[config.mk]
export PLATFORM = sky130hd
export DESIGN_NAME = seq_stage_controller
export DESIGN_NICKNAME = d
export VERILOG_FILES = /design/src/rtl/seq_stage_controller.sv
export SDC_FILE = /design/constraint.sdc
export NUM_CORES = 1
export LEC_CHECK = 0
export ABC_CLOCK_PERIOD_IN_PS = 2500
export CAP_MARGIN = 15
export CORE_AREA = 5 5 100 102
export CTS_BUF_LIST = sky130_fd_sc_hd__clkbuf_8
export DETAILED_ROUTE_END_ITERATION = 16
export DIE_AREA = 0 0 105 107
export PLACE_DENSITY = 0.76
export SYNTH_ARGS = -nofsm -noshare
export SYNTH_HDL_FRONTEND = slang
export SYNTH_SLANG_ARGS = --single-unit
[constraint.sdc]
create_clock -name clk -period 2.5 [get_ports clk]
set_input_delay 0.75 -clock clk [delete_from_list [all_inputs] [get_ports clk]]
set_output_delay 0.75 -clock clk [all_outputs]
set_load 0.01 [all_outputs]
[src/rtl/seq_stage_controller.sv]
// -----------------------------------------------------------------------------
// seq_stage_controller
//
// Stage sequencer for a sequential Y86-64 core. It walks the datapath through
// FETCH, DECODE, EXECUTE, [MEMORY], WRITEBACK and PCUPD, one stage per clock,
// by raising exactly one stage enable per cycle. It also tracks processor
// status and counts active cycles and retired instructions.
//
// Parameters
//   CNT_W        width of cycle_count / instr_count (both saturate)
//   MEM_TIMEOUT  memory-stage wait cycles tolerated before an address fault
//
// Ports
//   clk          rising-edge clock
//   reset        synchronous active-high reset (priority over all inputs)
//   start        begin execution; only honoured in IDLE
//   icode        instruction code from fetch, sampled in FETCH
//   instr_valid  fetch/decode reports a legal icode/ifun
//   imem_error   instruction memory address error, sampled in FETCH
//   dmem_ready   data memory access complete, sampled in MEMORY
//   dmem_error   data memory address error, sampled in MEMORY
//   *_en         one-hot stage enables (all low in IDLE and HALT)
//   icode_q      latched icode of the instruction in flight
//   stat         1=AOK 2=HLT 3=ADR 4=INS
//   halted       high while in HALT
//   cycle_count  cycles spent outside IDLE/HALT
//   instr_count  retired instructions
// -----------------------------------------------------------------------------
module seq_stage_controller #(
    parameter int CNT_W       = 32,
    parameter int MEM_TIMEOUT = 15
) (
    input  logic             clk,
    input  logic             reset,
    input  logic             start,
    input  logic [3:0]       icode,
    input  logic             instr_valid,
    input  logic             imem_error,
    input  logic             dmem_ready,
    input  logic             dmem_error,
    output logic             fetch_en,
    output logic             decode_en,
    output logic             execute_en,
    output logic             memory_en,
    output logic             writeback_en,
    output logic             pc_en,
    output logic [3:0]       icode_q,
    output logic [2:0]       stat,
    output logic             halted,
    output logic [CNT_W-1:0] cycle_count,
    output logic [CNT_W-1:0] instr_count
);

    typedef enum logic [2:0] {
        S_IDLE      = 3'd0,
        S_FETCH     = 3'd1,
        S_DECODE    = 3'd2,
        S_EXECUTE   = 3'd3,
        S_MEMORY    = 3'd4,
        S_WRITEBACK = 3'd5,
        S_PCUPD     = 3'd6,
        S_HALT      = 3'd7
    } state_t;

    localparam logic [2:0] STAT_AOK = 3'd1;
    localparam logic [2:0] STAT_HLT = 3'd2;
    localparam logic [2:0] STAT_ADR = 3'd3;
    localparam logic [2:0] STAT_INS = 3'd4;

    localparam int WAIT_W = (MEM_TIMEOUT < 2) ? 1 : $clog2(MEM_TIMEOUT + 1);
    // Value of the wait counter during the last tolerated not-ready cycle.
    localparam logic [WAIT_W-1:0] WAIT_LAST = WAIT_W'((MEM_TIMEOUT < 1) ? 0 : MEM_TIMEOUT - 1);

    state_t            state_q, state_d;
    logic [3:0]        icode_lat_q, icode_lat_d;
    logic [2:0]        stat_q, stat_d;
    logic [WAIT_W-1:0] wait_q, wait_d;
    logic [CNT_W-1:0]  cycle_q, instr_q;
    logic              retire;
    logic              mem_access;

    // mrmovq, rmmovq, call, ret, pushq, popq touch data memory.
    assign mem_access = (icode_lat_q == 4'h4) || (icode_lat_q == 4'h5) ||
                        (icode_lat_q == 4'h8) || (icode_lat_q == 4'h9) ||
                        (icode_lat_q == 4'hA) || (icode_lat_q == 4'hB);

    // ------------------------------------------------------------------
    // Next-state logic
    // ------------------------------------------------------------------
    always_comb begin
        state_d     = state_q;
        icode_lat_d = icode_lat_q;
        stat_d      = stat_q;
        wait_d      = wait_q;
        retire      = 1'b0;

        case (state_q)
            S_IDLE: begin
                if (start) begin
                    state_d = S_FETCH;
                end
            end
            S_FETCH: begin
                if (imem_error) begin
                    state_d = S_HALT;
                    stat_d  = STAT_ADR;
                end else if (!instr_valid) begin
                    state_d = S_HALT;
                    stat_d  = STAT_INS;
                end else if (icode == 4'h0) begin
                    // The halt instruction itself counts as retired.
                    state_d     = S_HALT;
                    stat_d      = STAT_HLT;
                    icode_lat_d = 4'h0;
                    retire      = 1'b1;
                end else begin
                    state_d     = S_DECODE;
                    icode_lat_d = icode;
                end
            end
            S_DECODE: begin
                state_d = S_EXECUTE;
            end
            S_EXECUTE: begin
                if (mem_access) begin
                    state_d = S_MEMORY;
                    wait_d  = '0;
                end else begin
                    state_d = S_WRITEBACK;
                end
            end
            S_MEMORY: begin
                if (dmem_error) begin
                    state_d = S_HALT;
                    stat_d  = STAT_ADR;
                end else if (dmem_ready) begin
                    state_d = S_WRITEBACK;
                end else if (wait_q == WAIT_LAST) begin
                    // This not-ready cycle would bring the count to MEM_TIMEOUT.
                    state_d = S_HALT;
                    stat_d  = STAT_ADR;
                end else begin
                    wait_d = wait_q + 1'b1;
                end
            end
            S_WRITEBACK: begin
                state_d = S_PCUPD;
            end
            S_PCUPD: begin
                state_d = S_FETCH;
                retire  = 1'b1;
            end
            S_HALT: begin
                state_d = S_HALT;
            end
            default: begin
                state_d = S_IDLE;
            end
        endcase
    end

    // ------------------------------------------------------------------
    // Moore stage-enable decode
    // ------------------------------------------------------------------
    always_comb begin
        fetch_en     = (state_q == S_FETCH);
        decode_en    = (state_q == S_DECODE);
        execute_en   = (state_q == S_EXECUTE);
        memory_en    = (state_q == S_MEMORY);
        writeback_en = (state_q == S_WRITEBACK);
        pc_en        = (state_q == S_PCUPD);
        halted       = (state_q == S_HALT);
    end

    // ------------------------------------------------------------------
    // State, status and counters
    // ------------------------------------------------------------------
    always_ff @(posedge clk) begin
        if (reset) begin
            state_q     <= S_IDLE;
            icode_lat_q <= 4'h0;
            stat_q      <= STAT_AOK;
            wait_q      <= '0;
            cycle_q     <= '0;
            instr_q     <= '0;
        end else begin
            state_q     <= state_d;
            icode_lat_q <= icode_lat_d;
            stat_q      <= stat_d;
            wait_q      <= wait_d;
            if ((state_q != S_IDLE) && (state_q != S_HALT) && (cycle_q != '1)) begin
                cycle_q <= cycle_q + 1'b1;
            end
            if (retire && (instr_q != '1)) begin
                instr_q <= instr_q + 1'b1;
            end
        end
    end

    assign icode_q     = icode_lat_q;
    assign stat        = stat_q;
    assign cycle_count = cycle_q;
    assign instr_count = instr_q;

endmodule

* Word-level counts from Yosys, hierarchy flattened *
Cells that the tools add are included.

storage, ports and cells
  input port bits = 11
  register bits after elaboration = 78
  output and inout port bits = 78
  word-level logic and storage cells = 79

operators by class
  bitwise operators = 1
  eq/ne operators = 26
  reduce and logical (&&, ||, !) cells = 17
  mux-type cells = 26
  add/subtract/negate cells = 3

operators with widths
  kind                                                                      number
  32-bit by 1-bit adder with 32-bit output (second input constant)          2
  32-bit inequality test (second input constant)                            2
  3-bit two-way mux                                                         13
  3-bit one-hot mux with 8 select lines                                     1
  4-bit == test (second input constant)                                     5
  4-bit two-way mux                                                         5
  3-bit == test (second input constant)                                     4
  4-bit by 3-bit == test with 1-bit output (second input constant)          2
  2-bit inequality test (second input constant)                             4
  4-bit by 3-bit inequality test with 1-bit output (second input constant)  2
  4-bit one-hot mux with 2 select lines                                     1
  3-bit by 2-bit == test with 1-bit output (second input constant)          2
  3-bit inequality test (second input constant)                             2
  3-bit one-hot mux with 2 select lines                                     1
  1-bit logical OR                                                          5
  5-bit AND reduction                                                       1
  4-bit by 1-bit adder with 4-bit output (second input constant)            1
  4-bit logical NOT                                                         1
  1-bit two-way mux                                                         4
  4-bit AND reduction                                                       1
  2-bit nonzero test                                                        2
  3-bit by 1-bit == test with 1-bit output (second input constant)          1
  1-bit logical AND                                                         3
  3-bit logical NOT                                                         1
  other kinds (7)                                                           7

* Logic depth before layout (Yosys ltp) *
  depth in word-level cells = 8
  gate-level depth with buffers = 8
  gate-level depth less buffers = 7

* Worst setup path after synthesis *
Ideal clock, no wire load.

  path kind = in2reg
  start point = input port icode[0]
  end point = register instr_q[21], in the netlist instr_count[21]
  slack = 0.286 ns
  arrival = 2.093 ns
  path buffers = 1
  library setup time = 0.121 ns
  stages on the path = 6
  required time = 2.379 ns
  path through = nor4_1 > a31o_2 > o211ai_1 > clkbuf_1 > nor3b_1 > mux2_2

between the ends
  cells in the longest elaborated chain, start to end = 6

ends and longest elaborated chain
  item                                   RTL line  RTL
  start, declared                        36        input logic [3:0] icode,
  4-bit logical NOT                      110       end else if (icode == 4'h0) begin
  1-bit two-way mux                      110
  1-bit two-way mux                      107       end else if (!instr_valid) begin
  1-bit two-way mux                      104       if (imem_error) begin
  1-bit one-hot mux with 2 select lines  97        case (state_q)
  1-bit logical AND                      194       if (retire && (instr_q != '1)) begin
  end signal, assigned                   195       instr_q <= instr_q + 1'b1;
  end, declared                          78        logic [CNT_W-1:0] cycle_q, instr_q;

Every way passes these cells.
A chain may end at the register's enable or synchronous reset.

* Final worst setup path *
  start point = input port icode[1]
  end point = register instr_q[18], in the netlist instr_count[18]

The elaborated chain is that of the path after synthesis.

==> results.md <==
Die:
- Once the floorplan was initialized, standard cells occupied between 40% and 50% of the core.
- The I/O pin total is 89.
- The horizontal extent of the die is roughly 110 um.
- The vertical die dimension is 107 um.
- After floorplanning, the core was sized to cover 0.009021 sq mm.
- The floorplan step defined a die boundary enclosing 0.01124 sq mm.
- The number of placement rows is 35.

Timing:
- Setup violations remaining at the end of the flow were counted as 0.
- The final critical path takes up a little over nine tenths of the cycle.
- The final-report max-slew violation count is 0.
- The minimum clock period after layout is between 2 and 2.5 ns.
- For the pin with the worst max-slew slack, the measured transition is a little over 1 ns.
- Headroom to the max-slew limit came out at 32.16%.
- Setup repair after global routing could not meet its margin everywhere.
- The worst hold-check slack is 0.4564 ns.
- For this run, the top clock speed supported by timing is 0.4110 GHz.
- On the final layout, the worst clock skew is 0.01211 ns.
- The number of hold violations in the final report is 0.

Setup path:
- The combined buffer and inverter count along the critical path is 2.
- The end of the worst register-to-register path is instr_count[5]$_SDFFE_PP0P_.
- The source of the worst register-to-register timing path is instr_count[1]$_SDFFE_PP0P_.
- STA puts the critical path data arrival time at between 2 and 3 ns.
- The kind of critical path is in -> reg.
- The worst setup path is captured at a register.
- For the worst setup path, the data required time is approximately 2.8 ns.
- The setup check on the worst reg-to-reg path leaves a slack of 0.17 ns.
- The critical path goes through clkdlybuf4s50_1 -> nor4_2 -> a31o_2 -> o211ai_1 -> clkdlybuf4s15_2 -> or3_1 -> a21oi_1.
- Of all nets on the critical path, the largest fanout is 9.
- Counting buffers and inverters, the worst setup path is 7 cells deep.
- STA classifies the critical path startpoint as a primary input.
- On the worst path, the slowest cell contributes a delay of 0.43 ns.
- For the worst flop-to-flop path, the logic depth is 6.
- The critical path's slowest cell is sky130_fd_sc_hd__clkdlybuf4s50_1.
- The kind of cell with the highest combined delay along the critical path is buffers and inverters.

Power:
- Per report_power, the combinational group accounts for 22.5% of the total.
- The internal portion of the total power is 2.314 mW.
- In this run the power density over the cells is 597.5 mW/mm^2.
- The switching power is about 930 uW.
- Summed over all cells, the static leakage comes to 1.754 nW.
- The highest ir drop seen on vdd is between 200 and 300 uV.
- The fraction of power spent switching nets is 28.76%.
- The sequential power share is 42.7%.
- The portion of total power attributed to the clock network is 34.8%.
- The final total power is 3.248 mW.

Synthesis:
- The Yosys step of the flow raised 0 warnings.
- The count of state elements after synthesis is 78.
- The synthesized instance count is 483.
- The most used flip-flop cell after synthesis is sky130_fd_sc_hd__dfxtp_1.
- The mean instance size in the synthesized netlist is 8.129 sq um.
- Summing the sequential cell areas from Yosys gives 39.77% of the chip area.
- The number of distinct library cells after synthesis is 50.
- The number of synthesized flops with an enable pin is 0.
- The synthesized cell area is 0.003926 sq mm.
- When the netlist entered floorplanning its net count stood at about 500.
- The async set-reset flop share out of synthesis is 0%.

Worst hold path:
- The hold-critical path endpoint is icode_q[0]$_SDFFE_PP0P_.
- In this run the most critical hold path is launched from icode_q[0]$_SDFFE_PP0P_.
- The worst hold path cell count is 2.
- The path class of the tightest hold or removal check is reg -> reg.

Layout:
- The total number of nets in the final design is 618.
- Cells fill 60.25% of the core in the end.
- In the final layout, flip-flops and latches occupy 0.001564 sq mm.
- The library cells used most frequently in the layout, excluding fill and tap cells, are 84 x sky130_fd_sc_hd__clkdlybuf4s50_1, 76 x sky130_fd_sc_hd__dfxtp_1, 61 x sky130_fd_sc_hd__a21oi_1, 43 x sky130_fd_sc_hd__or3_1.
- The repair_antennas step left the layout with diodes totalling 0.
- The area of the multi-input gates is 0.002245 sq mm.
- The filler cells instantiated in the layout total 810.
- The layout-stage area growth over the synthesis result is 38.43%.
- The fraction of layout cells with a size suffix above 1 is 13.84%.
- The most common library cell in the layout ignoring fill and taps is sky130_fd_sc_hd__clkdlybuf4s50_1.
- Once layout is done, the placed cells without fillers occupy 0.005435 sq mm.

Drt:
- The top metal layer carrying routed signals is met4.
- For this block, wires on met1 add up to 4868 um.
- The first detailed-routing pass took 4 iterations.
- The detail-routed via count per cell is 5.795.
- In the final routed layout, each cell accounts on average for 15.34 um.
- The routed layout has 4161 vias.
- The detail route stage leaves a number of antenna-violating nets equal to 0.
- The sum of met2 wire segment lengths after detailed routing is approximately 5400 um.
- The wire length reported by the detailed router is between 10000 and 15000 um.
- The number of DRC markers after the initial detailed-route iteration is 172.
- The number of DRC violations after detailed routing is 0.
- The routed design uses 556 um of met3 wire.

Job:
- The tool flagged a number of max-cap violations equal to 0.

CTS:
- No sink is reached through more buffers than the 2 on the longest clock path.
- The number of sinks driven by the clock tree is 78.
- The source-to-sink clock delay at the later pin of the worst-skew pair is 0.35 ns.
- Buffers inserted during clock tree synthesis total 9.
- TritonCTS built the clock tree.
- The clock-pin slew on the worst setup and hold paths is 0.09 ns.
- After clock tree synthesis, the flow added hold-fix buffers numbering 0.
- The depth of the CTS H-tree is 3.
- CTS placed an instance of sky130_fd_sc_hd__clkbuf_8 at the clock tree root.

Placement:
- The congestion estimate from routability-driven global placement came to 0.8477.
- Summing all placed instances gives a cell area of 0.005116 sq mm.
- After legalization and detailed placement, the total HPWL measured a little under 8000 um.
- The number of I/O port buffers is 88.

Outcome:
- The run finished with clean final reports.

Global routing:
- The first global-routing pass estimated approximately 18000 um of wire.
- Global routing finished with a remaining overflow of 0.
- The initial antenna violation count came to 0.
- The number of global-route vias before repair is 3983.
- Global routing consumed, over all layers together, 18.79% of the routing resources.
- The largest net degree at the start of global routing is 33.
[logic make-up after synthesis]
family | Yosys count | share of synthesized area (%)
buf+inv | 36 | 3.856
flops | 78 | 39.77
fa+ha+maj | 4 | 1.275
simple gates | 212 | 30.43
compound gates | 139 | 21.22
xor+xnor | 7 | 1.562
mux | 7 | 1.880
[cell usage after synthesis, types with 2 or more instances]
cell type	count	share of area, %
sky130_fd_sc_hd__nand3_1	26	3.3
sky130_fd_sc_hd__a21oi_1	62	7.9
sky130_fd_sc_hd__xnor2_1	2	0.45
sky130_fd_sc_hd__a21boi_0	2	0.38
sky130_fd_sc_hd__nor3_1	8	1.0
sky130_fd_sc_hd__dfxtp_1	78	40
sky130_fd_sc_hd__nor2b_1	4	0.64
sky130_fd_sc_hd__mux2i_1	4	1.0
sky130_fd_sc_hd__or3_1	43	6.9
sky130_fd_sc_hd__nor2_1	31	3.0
sky130_fd_sc_hd__or2_2	4	0.64
sky130_fd_sc_hd__ha_1	4	1.3
sky130_fd_sc_hd__buf_2	7	0.89
sky130_fd_sc_hd__inv_1	13	1.2
sky130_fd_sc_hd__xor2_1	5	1.1
sky130_fd_sc_hd__mux2_2	2	0.57
sky130_fd_sc_hd__or4_1	16	3.1
sky130_fd_sc_hd__and3_1	2	0.32
sky130_fd_sc_hd__and4_1	4	0.89
sky130_fd_sc_hd__nand2b_1	3	0.48
sky130_fd_sc_hd__nand4_1	20	3.2
sky130_fd_sc_hd__o31ai_1	17	3.3
sky130_fd_sc_hd__clkbuf_1	14	1.3
sky130_fd_sc_hd__o211ai_1	2	0.38
sky130_fd_sc_hd__buf_4	2	0.38
sky130_fd_sc_hd__o21ai_0	41	5.2
sky130_fd_sc_hd__nand2_1	33	3.2
sky130_fd_sc_hd__nor4_1	5	0.80
sky130_fd_sc_hd__nand3b_1	2	0.38
sky130_fd_sc_hd__nor3b_1	3	0.57
sky130_fd_sc_hd__o31ai_4	2	1.1
sky130_fd_sc_hd__a31oi_1	2	0.32
sky130_fd_sc_hd__and2_1	3	0.48
[timing repair]
| item | in CTS | in global routing |
|---|---|---|
| setup endpoints to repair | 3 | 12 |
| pin swaps | 0 | 4 |
| gates cloned | 0 | 3 |
| resized for setup | 4 | 7 |
| buffers inserted | 1 | 3 |
[power groups by stage]
stage | registers [mW] | clock network [mW] | logic (mW)
2_1_floorplan | 1.39 | 0 | 0.441
3_3_place_gp | 1.41 | 0 | 0.693
3_5_place_dp | 1.41 | 0 | 0.709
4_1_cts | 1.39 | 1.15 | 0.723
5_1_grt | 1.40 | 1.20 | 0.807
6_report | 1.39 | 1.13 | 0.729
[state kept, by name, indices dropped and copies added (netlist names)]
| register | flops |
|---|---|
| cycle_count | 32 |
| instr_count | 32 |
| icode_q | 4 |
| wait_q | 4 |
| stat | 3 |
| state_q | 3 |
[routing by layer]
metal / vias up / track usage (%)
li1: 2047 / -
met1: 1989 / 23.82
met2: 106 / 31.70
met3: 19 / 3.612
met4: 0 / 6.849
met5: - / 0
[layout make-up]
type / instances / share of cell area (%)
multi-input cells: 370 / 41.30
flip-flops and latches: 78 / 28.78
repair buffers: 131 / 22.15
well taps: 111 / 2.555
clock buffers: 9 / 2.279
clock inverters: 6 / 2.049
inverters: 13 / 0.8978
[worst min-delay path, cell delays in order (launching register included)]
cell and delay, ns:
sky130_fd_sc_hd__dfxtp_1 0.32, sky130_fd_sc_hd__nand2_1 0.05, sky130_fd_sc_hd__a21oi_1 0.05
[worst max-delay path by stage]
stage / start / end
6_report: icode[1] / instr_count[18]$_SDFFE_PP0P_
5_1_grt: instr_count[1]$_SDFFE_PP0P_ / instr_count[19]$_SDFFE_PP0P_
4_1_cts: state_q[0]$_SDFFE_PP0P_ / writeback_en
3_5_place_dp: icode[0] / instr_count[26]$_SDFFE_PP0P_
3_3_place_gp: icode[0] / instr_count[30]$_SDFFE_PP0P_
2_1_floorplan: icode[0] / instr_count[21]$_SDFFE_PP0P_
[metrics by stage]
stage	setup TNS [ns]	setup WS [ns]	std cells
after floorplan	0	0.2859	483
after global placement	-4.951	-0.2526	696
after detailed placement	-6.185	-0.2994	696
after CTS	0	0.03015	712
after global routing	-0.1217	-0.03026	718
final	0	0.06705	718
No activity file was read; power rests on OpenSTA's default activity.
